<file path="src/rtl/updi_phy_rx.sv">
// UPDI receive PHY: synchronises and oversamples the RX line, deserialises
// 12-bit frames (start, 8 data LSB first, even parity, 2 stops), flags SYNCH and BREAK.
`timescale 1ns/1ps
module updi_phy_rx #(
  parameter int unsigned CLKS_PER_BIT = 16,
  parameter int unsigned SYNC_STAGES  = 2
) (
  input  logic        clk,
  input  logic        rst,
  input  logic        i_rx,
  input  logic        i_rx_en,
  output logic [7:0]  o_data,
  output logic [11:0] o_frame,
  output logic        o_valid,
  output logic        o_parity_err,
  output logic        o_frame_err,
  output logic        o_synch,
  output logic        o_break,
  output logic        o_busy
);

  localparam int unsigned CNT_W = $clog2(CLKS_PER_BIT);
  localparam logic [CNT_W-1:0] CNT_LAST = CNT_W'(CLKS_PER_BIT - 1);
  localparam logic [CNT_W-1:0] CNT_HALF = CNT_W'(CLKS_PER_BIT / 2 - 1);
  localparam logic [7:0]       SYNCH_CHAR = 8'h55;

  typedef enum logic [2:0] {
    S_IDLE,
    S_START,
    S_DATA,
    S_PARITY,
    S_STOP1,
    S_STOP2,
    S_BREAK_WAIT
  } state_e;

  state_e state_q, state_d;

  logic [SYNC_STAGES-1:0] sync_q;
  logic [SYNC_STAGES-1:0] fill_q;
  logic                   rx_s;
  logic                   line_high_q;
  logic                   start_edge;

  logic [CNT_W-1:0] cnt_q;
  logic [2:0]       bit_cnt_q;
  logic [7:0]       shreg_q;
  logic             par_q;
  logic             stop1_q;

  logic tick;
  logic abort;
  logic stop2_tick;
  logic is_break;
  logic frame_perr;
  logic frame_ferr;

  logic [7:0]  data_d;
  logic [11:0] frame_d;
  logic        perr_d;
  logic        ferr_d;
  logic        valid_d;
  logic        synch_d;
  logic        break_d;
  logic        busy_d;

  assign rx_s = sync_q[SYNC_STAGES-1];

  // A start needs a high-to-low transition seen after the synchroniser has flushed,
  // so a line that is already low after reset or after a low stop bit is not a start.
  assign start_edge = line_high_q & ~rx_s;

  assign tick  = (state_q == S_START) ? (cnt_q == CNT_HALF) : (cnt_q == CNT_LAST);
  assign abort = ~i_rx_en & (state_q != S_IDLE);

  assign stop2_tick = (state_q == S_STOP2) & tick & ~abort;
  assign is_break   = (shreg_q == 8'h00) & ~par_q & ~stop1_q & ~rx_s;
  assign frame_perr = par_q ^ (^shreg_q);
  assign frame_ferr = ~stop1_q | ~rx_s;

  // State register
  always_ff @(posedge clk) begin
    if (rst) begin
      state_q <= S_IDLE;
    end else begin
      state_q <= state_d;
    end
  end

  // Next-state logic
  always_comb begin
    state_d = state_q;
    if (abort) begin
      state_d = S_IDLE;
    end else begin
      case (state_q)
        S_IDLE:       if (i_rx_en && start_edge) state_d = S_START;
        S_START:      if (tick) state_d = rx_s ? S_IDLE : S_DATA;
        S_DATA:       if (tick && (bit_cnt_q == 3'd7)) state_d = S_PARITY;
        S_PARITY:     if (tick) state_d = S_STOP1;
        S_STOP1:      if (tick) state_d = S_STOP2;
        S_STOP2:      if (tick) state_d = is_break ? S_BREAK_WAIT : S_IDLE;
        S_BREAK_WAIT: if (rx_s) state_d = S_IDLE;
        default:      state_d = S_IDLE;
      endcase
    end
  end

  // Output logic: next values for the registered outputs; payload holds until next frame
  always_comb begin
    data_d  = o_data;
    frame_d = o_frame;
    perr_d  = o_parity_err;
    ferr_d  = o_frame_err;
    valid_d = 1'b0;
    synch_d = 1'b0;
    break_d = 1'b0;
    busy_d  = (state_d != S_IDLE);
    if (stop2_tick) begin
      if (is_break) begin
        break_d = 1'b1;
      end else begin
        valid_d = 1'b1;
        data_d  = shreg_q;
        frame_d = {1'b0, shreg_q, par_q, stop1_q, rx_s};
        perr_d  = frame_perr;
        ferr_d  = frame_ferr;
        synch_d = (shreg_q == SYNCH_CHAR) & ~frame_perr & ~frame_ferr;
      end
    end
  end

  // Synchroniser, sample/bit counters, shift register and output registers
  always_ff @(posedge clk) begin
    if (rst) begin
      sync_q       <= '1;
      fill_q       <= '0;
      line_high_q  <= 1'b0;
      cnt_q        <= '0;
      bit_cnt_q    <= '0;
      shreg_q      <= '0;
      par_q        <= 1'b0;
      stop1_q      <= 1'b0;
      o_data       <= '0;
      o_frame      <= '0;
      o_valid      <= 1'b0;
      o_parity_err <= 1'b0;
      o_frame_err  <= 1'b0;
      o_synch      <= 1'b0;
      o_break      <= 1'b0;
      o_busy       <= 1'b0;
    end else begin
      sync_q      <= {sync_q[SYNC_STAGES-2:0], i_rx};
      fill_q      <= {fill_q[SYNC_STAGES-2:0], 1'b1};
      line_high_q <= fill_q[SYNC_STAGES-1] & rx_s;

      if ((state_q == S_IDLE) || (state_q == S_BREAK_WAIT) || tick || abort) begin
        cnt_q <= '0;
      end else begin
        cnt_q <= cnt_q + CNT_W'(1);
      end

      if (state_q == S_START) begin
        bit_cnt_q <= '0;
      end else if ((state_q == S_DATA) && tick) begin
        bit_cnt_q <= bit_cnt_q + 3'd1;
      end

      if ((state_q == S_DATA) && tick) begin
        shreg_q <= {rx_s, shreg_q[7:1]};
      end
      if ((state_q == S_PARITY) && tick) begin
        par_q <= rx_s;
      end
      if ((state_q == S_STOP1) && tick) begin
        stop1_q <= rx_s;
      end

      o_data       <= data_d;
      o_frame      <= frame_d;
      o_valid      <= valid_d;
      o_parity_err <= perr_d;
      o_frame_err  <= ferr_d;
      o_synch      <= synch_d;
      o_break      <= break_d;
      o_busy       <= busy_d;
    end
  end

endmodule

</file>
<file path="config.mk">
export PLATFORM = sky130hd
export DESIGN_NAME = updi_phy_rx
export DESIGN_NICKNAME = d
export VERILOG_FILES = /design/src/rtl/updi_phy_rx.sv
export SDC_FILE = /design/constraint.sdc
export NUM_CORES = 1
export LEC_CHECK = 0
export ABC_CLOCK_PERIOD_IN_PS = 2400
export BUFFER_PORTS_ARGS = -buffer_cell sky130_fd_sc_hd__buf_2
export CORE_UTILIZATION = 60
export CTS_BUF_LIST = sky130_fd_sc_hd__clkbuf_8
export DETAILED_ROUTE_END_ITERATION = 12
export PLACE_DENSITY = 0.83
export SETUP_SLACK_MARGIN = 0.02
export SKIP_CTS_REPAIR_TIMING = 1
export SYNTH_ARGS = -nofsm -noshare
export SYNTH_HDL_FRONTEND = slang
export SYNTH_SLANG_ARGS = --single-unit
</file>
<file path="constraint.sdc">
create_clock -name clk -period 2.4 [get_ports clk]
set_input_delay 0.24 -clock clk [delete_from_list [all_inputs] [get_ports clk]]
set_output_delay 0.24 -clock clk [all_outputs]
set_load 0.01 [all_outputs]
</file>
==> qor.yml, run 1 <==
final_layout:
  n_antenna_cell: 0
  drive_gt1_frac: 0.1963
  final_cells: 263
  fillers: 243
  final_area_mm2: 0.002163
  layout_common_cells: "42 x dfxtp_1, 32 x nor2_1, 28 x buf_2"
  final_common_cell: "dfxtp_1"
  nets: 233
  syn_to_final_growth_pct: 9.499
placed_design:
  place_congestion: 0.8901
  place_inst: 255
  hpwl_mm: 2.473
  port_buffers: 28
  placed_cell_area_mm2: 0.002053
  place_ws_ns: 0.5379
worst_setup_path:
  start_kind: "register"
  arrival_ns: 2.04
  cp-end-kind: "register"
  critPathKind: "register to register"
  crit_fanout: 15
  crit_required_ns: 2.56
synthesis:
  synth_edf_count: 0
  ys.flop_type: "dfxtp_1"
  async_flop_share: 0
  synth_fp_nets: 215
  synth-seq-cells: 42
  synth_cell_types: 48
  yosys_warnings: 0
  synth_area_per_cell_um2: 9.878
  synthTopCellsByArea: "dfxtp_1 43%, mux2i_1 12%, ha_1 7.0%"
  syn_area_mm2: 0.001976
  synth.top_cell.area_share: 0.4256
  synth_area_leader_cell: "dfxtp_1"
  syn_inst: 200
  seq_area_frac_synth: 0.4256
outcome:
  status: "complete, no violations"
grt:
  top_usage_layer: "met2"
  grt_use_total: 0.2122
  grtUsageMet1: 0.2740
  grt_util_met2: 0.3435
  grt_max_degree: 28
  grt_pass1_vias: 1279
  grt.overflow.total: 0
  grt_pass1_wl_mm: 5.623
  antenna_found_initial: 0
  use_met3: 0.05240
routing:
  ant_nets: 0
  vias_per_cell: 5.357
  drt-initial-drc-count: 48
  wirelength_mm: 3.373
  vias: 1409
  wl_per_cell_um: 12.83
  drc: 0
  dr.pass1.iters: 4
timing:
  fin_ws_ns: 0.5204
  period_share: 0.7832
  setup_viol: 0
  relSlewSlack: 0.5763
  worst_pin_slew_ns: 0.6352
  hold_viol_final: 0
  min_period_ns: 1.880
  rsz0062_at_grt: "no"
  max_freq_mhz: 532.0
  finalMaxSlewViolations: 0
  fin_skew_ns: 0.007716
  fin_tns_setup_ns: 0
pwr:
  p_leak_uw: 0.001022
  power_density_mw_per_mm2: 581.3
  ir_worst_vdd_uv: 395.0
clocking:
  root_buffer: "clkbuf_8"
  clkTransAtPathRegs_ns: 0.07
  cts_tree: "built"
  insertion_delay_ns: 0.29
  htreeDepth: 2
  cts.sinks: 42
  cts_made_buffers: 5
  cts.path.max_buffers: 2
die:
  pin_count: 30
  row_count: 20
  core-area_mm2: 0.003078
  die_w_um: 59.38
  fp.dieH_um: 59.38
  initial_core_util: 0.6419
  dieArea_mm2: 0.003526
hold_path:
  hold_path_class: "input port to register"
run:
  max_cap_viol_count: 0
## state kept, by name, summed over array words and instances, names as in the netlist
signal and flops:
o_data 8, fill_q 2, shreg_q 8, par_q 1, cnt_q 4, stop1_q 1
o_frame 3, o_break 1, o_valid 1, o_busy 1, state_q 3, o_parity_err 1
o_synch 1, line_high_q 1, bit_cnt_q 3, sync_q 2, o_frame_err 1
## Yosys cell counts, types with 2 or more instances
master / instances
ha_1: 11
o21ai_1: 3
a21oi_1: 4
clkbuf_1: 4
mux2i_1: 24
buf_4: 10
nand2b_1: 2
or2_2: 2
xor2_1: 2
nand4_1: 3
nand2_1: 6
nand3_1: 3
buf_2: 3
nor2_1: 32
nor2b_1: 3
and3_1: 4
inv_1: 11
dfxtp_1: 42
nor3_1: 2
## power breakdown
group	internal [uW]	leakage [uW]	switching (uW)	total, uW
Combinational	7.15	0.000627	16.0	23.2
Sequential	700	0.000339	2.63	703
Clock	306	0.0000556	225	531
Total	1010	0.00102	244	1260
## logic make-up after synthesis
kind of cell	Yosys count	synth area share
XOR/XNOR	5	0.03294
flip-flops	42	0.4256
multiplexers	24	0.1216
buffers and inverters	29	0.08423
adder cells (fa/ha/maj)	11	0.06966
AND/OR/NAND/NOR	67	0.1735
other	1	0.001898
AO/OA/AOI/OAI	21	0.09057
## final cells by class
class	instances	area (um2)	share of cell area
multi-input combinational	129	968.4	0.4477
inverter	11	41.29	0.01909
tap	44	55.05	0.02545
sequential	42	840.8	0.3887
clock buffer	5	68.82	0.03181
timing repair buffer	29	147.6	0.06825
clock inverter	3	41.29	0.01909
## metal layers
layer | vias to the layer above | share of wire | wire length, um
met5 | - | 0 | 0
met4 | 0 | 0.014 | 48
met3 | 7 | 0.054 | 183
met2 | 52 | 0.48 | 1612
met1 | 645 | 0.45 | 1528
li1 | 705 | - | -
## metrics by stage
stage	utilization	hold WS (ns)	power, uW
floorplan	-	0.3438	736.9
global placement	0.6671	0.3925	741.2
detailed placement	0.6671	0.3981	742.4
CTS	0.7028	0.1366	1268
global route	0.7028	0.1310	1308
finish	0.7028	0.1378	1257
## critical path, cell delays in order (launching register included)
cell,delay [ns]
dfxtp_1,0.41
or3_4,0.45
o2111ai_4,0.54
mux2i_1,0.29
nor2_1,0.05
## final timing paths
check | from | endpoint | slack [ns] | cells past startpoint
hold / removal | i_rx | sync_q[0] | 0.14 | 2
hold reg to reg | sync_q[0] | sync_q[1] | 0.42 | 1
setup reg to reg | sync_q[1] | o_data[4] | 0.52 | 4
setup / recovery | sync_q[1] | o_data[4] | 0.52 | 4
(Power assumes the default switching activity.)
==> run 2, diff against run 1 <==
- ABC_AREA: unset -> 1
- ABC_CLOCK_PERIOD_IN_PS: 2400 -> 1690
- CORE_UTILIZATION: 60 -> 52
- PLACE_DENSITY: 0.83 -> 0.77
- clock period: 2.4 -> 1.69 ns (I/O delays scaled with it)
==> qor.yml, run 2 <==
final_layout:
  final_cells: 327  # was 263
  nets: 295  # was 233
  syn_to_final_growth_pct: 21.48  # was 9.499%
  layout_common_cells: "38 x nor2_1, 33 x dfxtp_1, 28 x buf_2"  # was 42 x dfxtp_1, 32 x nor2_1, 28 x buf_2
  postLayoutCoreUtil: 0.6805  # was 0.7028
  drive_gt1_frac: 0.2989  # was 0.1963
  final_area_mm2: 0.002342  # was 0.002163 mm2
  reg_top3: "o_data x8, shreg_q x8, cnt_q x4"  # unchanged
  n_antenna_cell: 0  # unchanged
  final_common_cell: "nor2_1"  # was dfxtp_1
routing:
  wl_per_cell_um: 12.80  # was 12.83 um
  vias_per_cell: 5.104  # was 5.357
  ant_nets: 0  # unchanged
  drt-initial-drc-count: 167  # was 48
  drc: 0  # unchanged
  wirelength_mm: 4.184  # was 3.373 mm
  dr.pass1.iters: 4  # unchanged
  vias: 1669  # was 1409
synthesis:
  ys.flop_type: "dfxtp_1"  # unchanged
  synth_fp_nets: 260  # was 215
  synth_top_family_by_area: "simple AND/OR/NAND/NOR gates"  # unchanged
  synth_cell_types: 27  # was 48
  seq_area_frac_synth: 0.4361  # was 0.4256
  syn_area_mm2: 0.001928  # was 0.001976 mm2
  synth_area_leader_cell: "dfxtp_1"  # unchanged
  synth-compound-area-share: 0.1155  # was 0.09056
  synthTopCellsByArea: "dfxtp_1 44%, nor2_1 7.4%, ha_1 7.1%"  # was dfxtp_1 43%, mux2i_1 12%, ha_1 7.0%
  synth_area_per_cell_um2: 7.870  # was 9.878 um2
  async_flop_share: 0  # unchanged
  synth_commonest_cells: "42 x dfxtp_1, 38 x nor2_1, 30 x nand2_1, 26 x inv_1, 22 x o21ai_0"  # was 42 x dfxtp_1, 32 x nor2_1, 24 x mux2i_1, 11 x ha_1, 11 x inv_1
  yosys_warnings: 0  # unchanged
  synth-simple-area-share: 0.2382  # was 0.1735
  synth.most_common_cell: "dfxtp_1"  # unchanged
  synth_edf_count: 0  # unchanged
  synth_mux_area_frac: 0  # was 0.1216
  synth.top_cell.area_share: 0.4361  # was 0.4256
  syn_inst: 245  # was 200
  synthXorXnorAreaFrac: 0.01363  # was 0.03293
  synth-seq-cells: 42  # unchanged
  yosys.area_share.adder: 0.07138  # was 0.06966
placed_design:
  hpwl_mm: 2.690  # was 2.473 mm
  port_buffers: 28  # unchanged
  placed_cell_area_mm2: 0.002077  # was 0.002053 mm2
  place_inst: 312  # was 255
  place_congestion: 0.9079  # was 0.8901
worst_setup_path:
  slowest_delay_ns: 0.34  # was 0.54 ns
  crit_fanout: 7  # was 15
  path_cells: "inv_1 > ha_1 > and3_4 > nand2_4 > nand3_4 > nor2_4 > buf_6 > o21ai_0 > nor2_1"  # was or3_4 > o2111ai_4 > mux2i_1 > nor2_1
  cp-end-kind: "register"  # unchanged
  critical_path.slowest_cell: "dfxtp_1"  # was o2111ai_4
  critPathKind: "register to register"  # unchanged
  start_kind: "register"  # unchanged
  arrival_ns: 1.85  # was 2.04 ns
  crit_required_ns: 1.93  # was 2.56 ns
clocking:
  htreeDepth: 2  # unchanged
  insertion_delay_ns: 0.30  # was 0.29 ns
  cts.path.max_buffers: 2  # unchanged
  root_buffer: "clkbuf_8"  # unchanged
  cts.sinks: 42  # unchanged
  cts_made_buffers: 5  # unchanged
  clkTransAtPathRegs_ns: 0.08  # was 0.07 ns
  cts_tree: "built"  # unchanged
outcome:
  status: "complete, no violations"  # unchanged
grt:
  grt_pass1_vias: 1472  # was 1279
  antenna_found_initial: 0  # unchanged
  grt_pass1_wl_mm: 6.492  # was 5.623 mm
  use_met3: 0.07299  # was 0.05240
  grtUsageMet1: 0.2728  # was 0.2740
  grt_util_met2: 0.3226  # was 0.3435
  grt_max_degree: 18  # was 28
  grt.overflow.total: 0  # unchanged
  grt_use_total: 0.2116  # was 0.2122
  top_usage_layer: "met2"  # unchanged
run:
  max_cap_viol_count: 0  # unchanged
timing:
  hold_viol_final: 0  # unchanged
  holdWs_ns: 0.05755  # was 0.1378 ns
  rsz0062_at_grt: "yes"  # was no
  fin_skew_ns: 0.006956  # was 0.007716 ns
  max_freq_mhz: 620.1  # was 532.0 MHz
  min_period_ns: 1.613  # was 1.880 ns
  setup_viol: 0  # unchanged
  finalMaxSlewViolations: 0  # unchanged
  period_share: 0.9542  # was 0.7832
die:
  die_w_um: 62.89  # was 59.38 um
  fp.dieH_um: 62.89  # was 59.38 um
  initial_core_util: 0.5602  # was 0.6419
  row_count: 21  # was 20
  dieArea_mm2: 0.003955  # was 0.003526 mm2
  core-area_mm2: 0.003442  # was 0.003078 mm2
  pin_count: 30  # unchanged
pwr:
  p_leak_uw: 0.001155  # was 0.001022 uW
  ir_worst_vdd_uv: 477.4  # was 395.0 uV
  power_density_mw_per_mm2: 772.0  # was 581.3 mW/mm2
hold_path:
  hold_path_class: "input port to register"  # unchanged
-- run 2: layer usage --
| metal | wire length [um] | vias up |
|---|---|---|
| li1 | - | 848 |
| met1 | 1944 | 767 |
| met2 | 1967 | 46 |
| met3 | 186 | 8 |
| met4 | 85 | 0 |
| met5 | 0 | - |
-- run 2: logic make-up after synthesis --
group / Yosys count
simple gates: 100
buf+inv: 46
compound gates: 42
flops: 42
fa+ha+maj: 11
xor+xnor: 3
other cells: 1
-- run 2: cell type report --
| class | count | area, um2 |
|---|---|---|
| well taps | 46 | 57.56 |
| multi-input cells | 157 | 932.1 |
| clock buffers | 5 | 68.82 |
| flip-flops and latches | 42 | 852.1 |
| clock inverters | 3 | 37.54 |
| fillers | 276 | 1100 |
| inverters | 31 | 121.4 |
| repair buffers | 43 | 272.8 |
-- run 2: report_power, final --
group / leakage [uW] / switching (uW) / internal [uW]
combinational: 0.000751 / 27.9 / 16.0
clock: 0.0000607 / 337 / 430
sequential: 0.000344 / 2.52 / 994
-- run 2: per-stage QoR --
step           TNS [ns]  power (uW)  setup slack (ns)
4_1_cts        -0.05782        1810          -0.03379
5_1_grt         -0.1114        1865          -0.05932
2_1_floorplan         0        1043            0.1778
3_3_place_gp          0        1058           0.08301
6_report              0        1808           0.07732
3_5_place_dp   -0.01027        1059          -0.01027
-- run 2: worst paths after layout --
path / start / slack (ns) / to / cells after the start
setup / recovery: shreg_q[5] / 0.08 / o_data[4] / 9
hold / removal: i_rx / 0.06 / sync_q[0] / 2
setup reg to reg: shreg_q[5] / 0.08 / o_data[4] / 9
hold reg to reg: fill_q[0] / 0.41 / fill_q[1] / 2
-- run 2: critical path, delay by kind of cell, from the launching register on --
kind,cells,cell delay (ns)
adder cells (fa/ha/maj),1,0.19
AND/OR/NAND/NOR,5,0.70
flip-flops,1,0.34
AO/OA/AOI/OAI,1,0.08
buffers and inverters,2,0.23
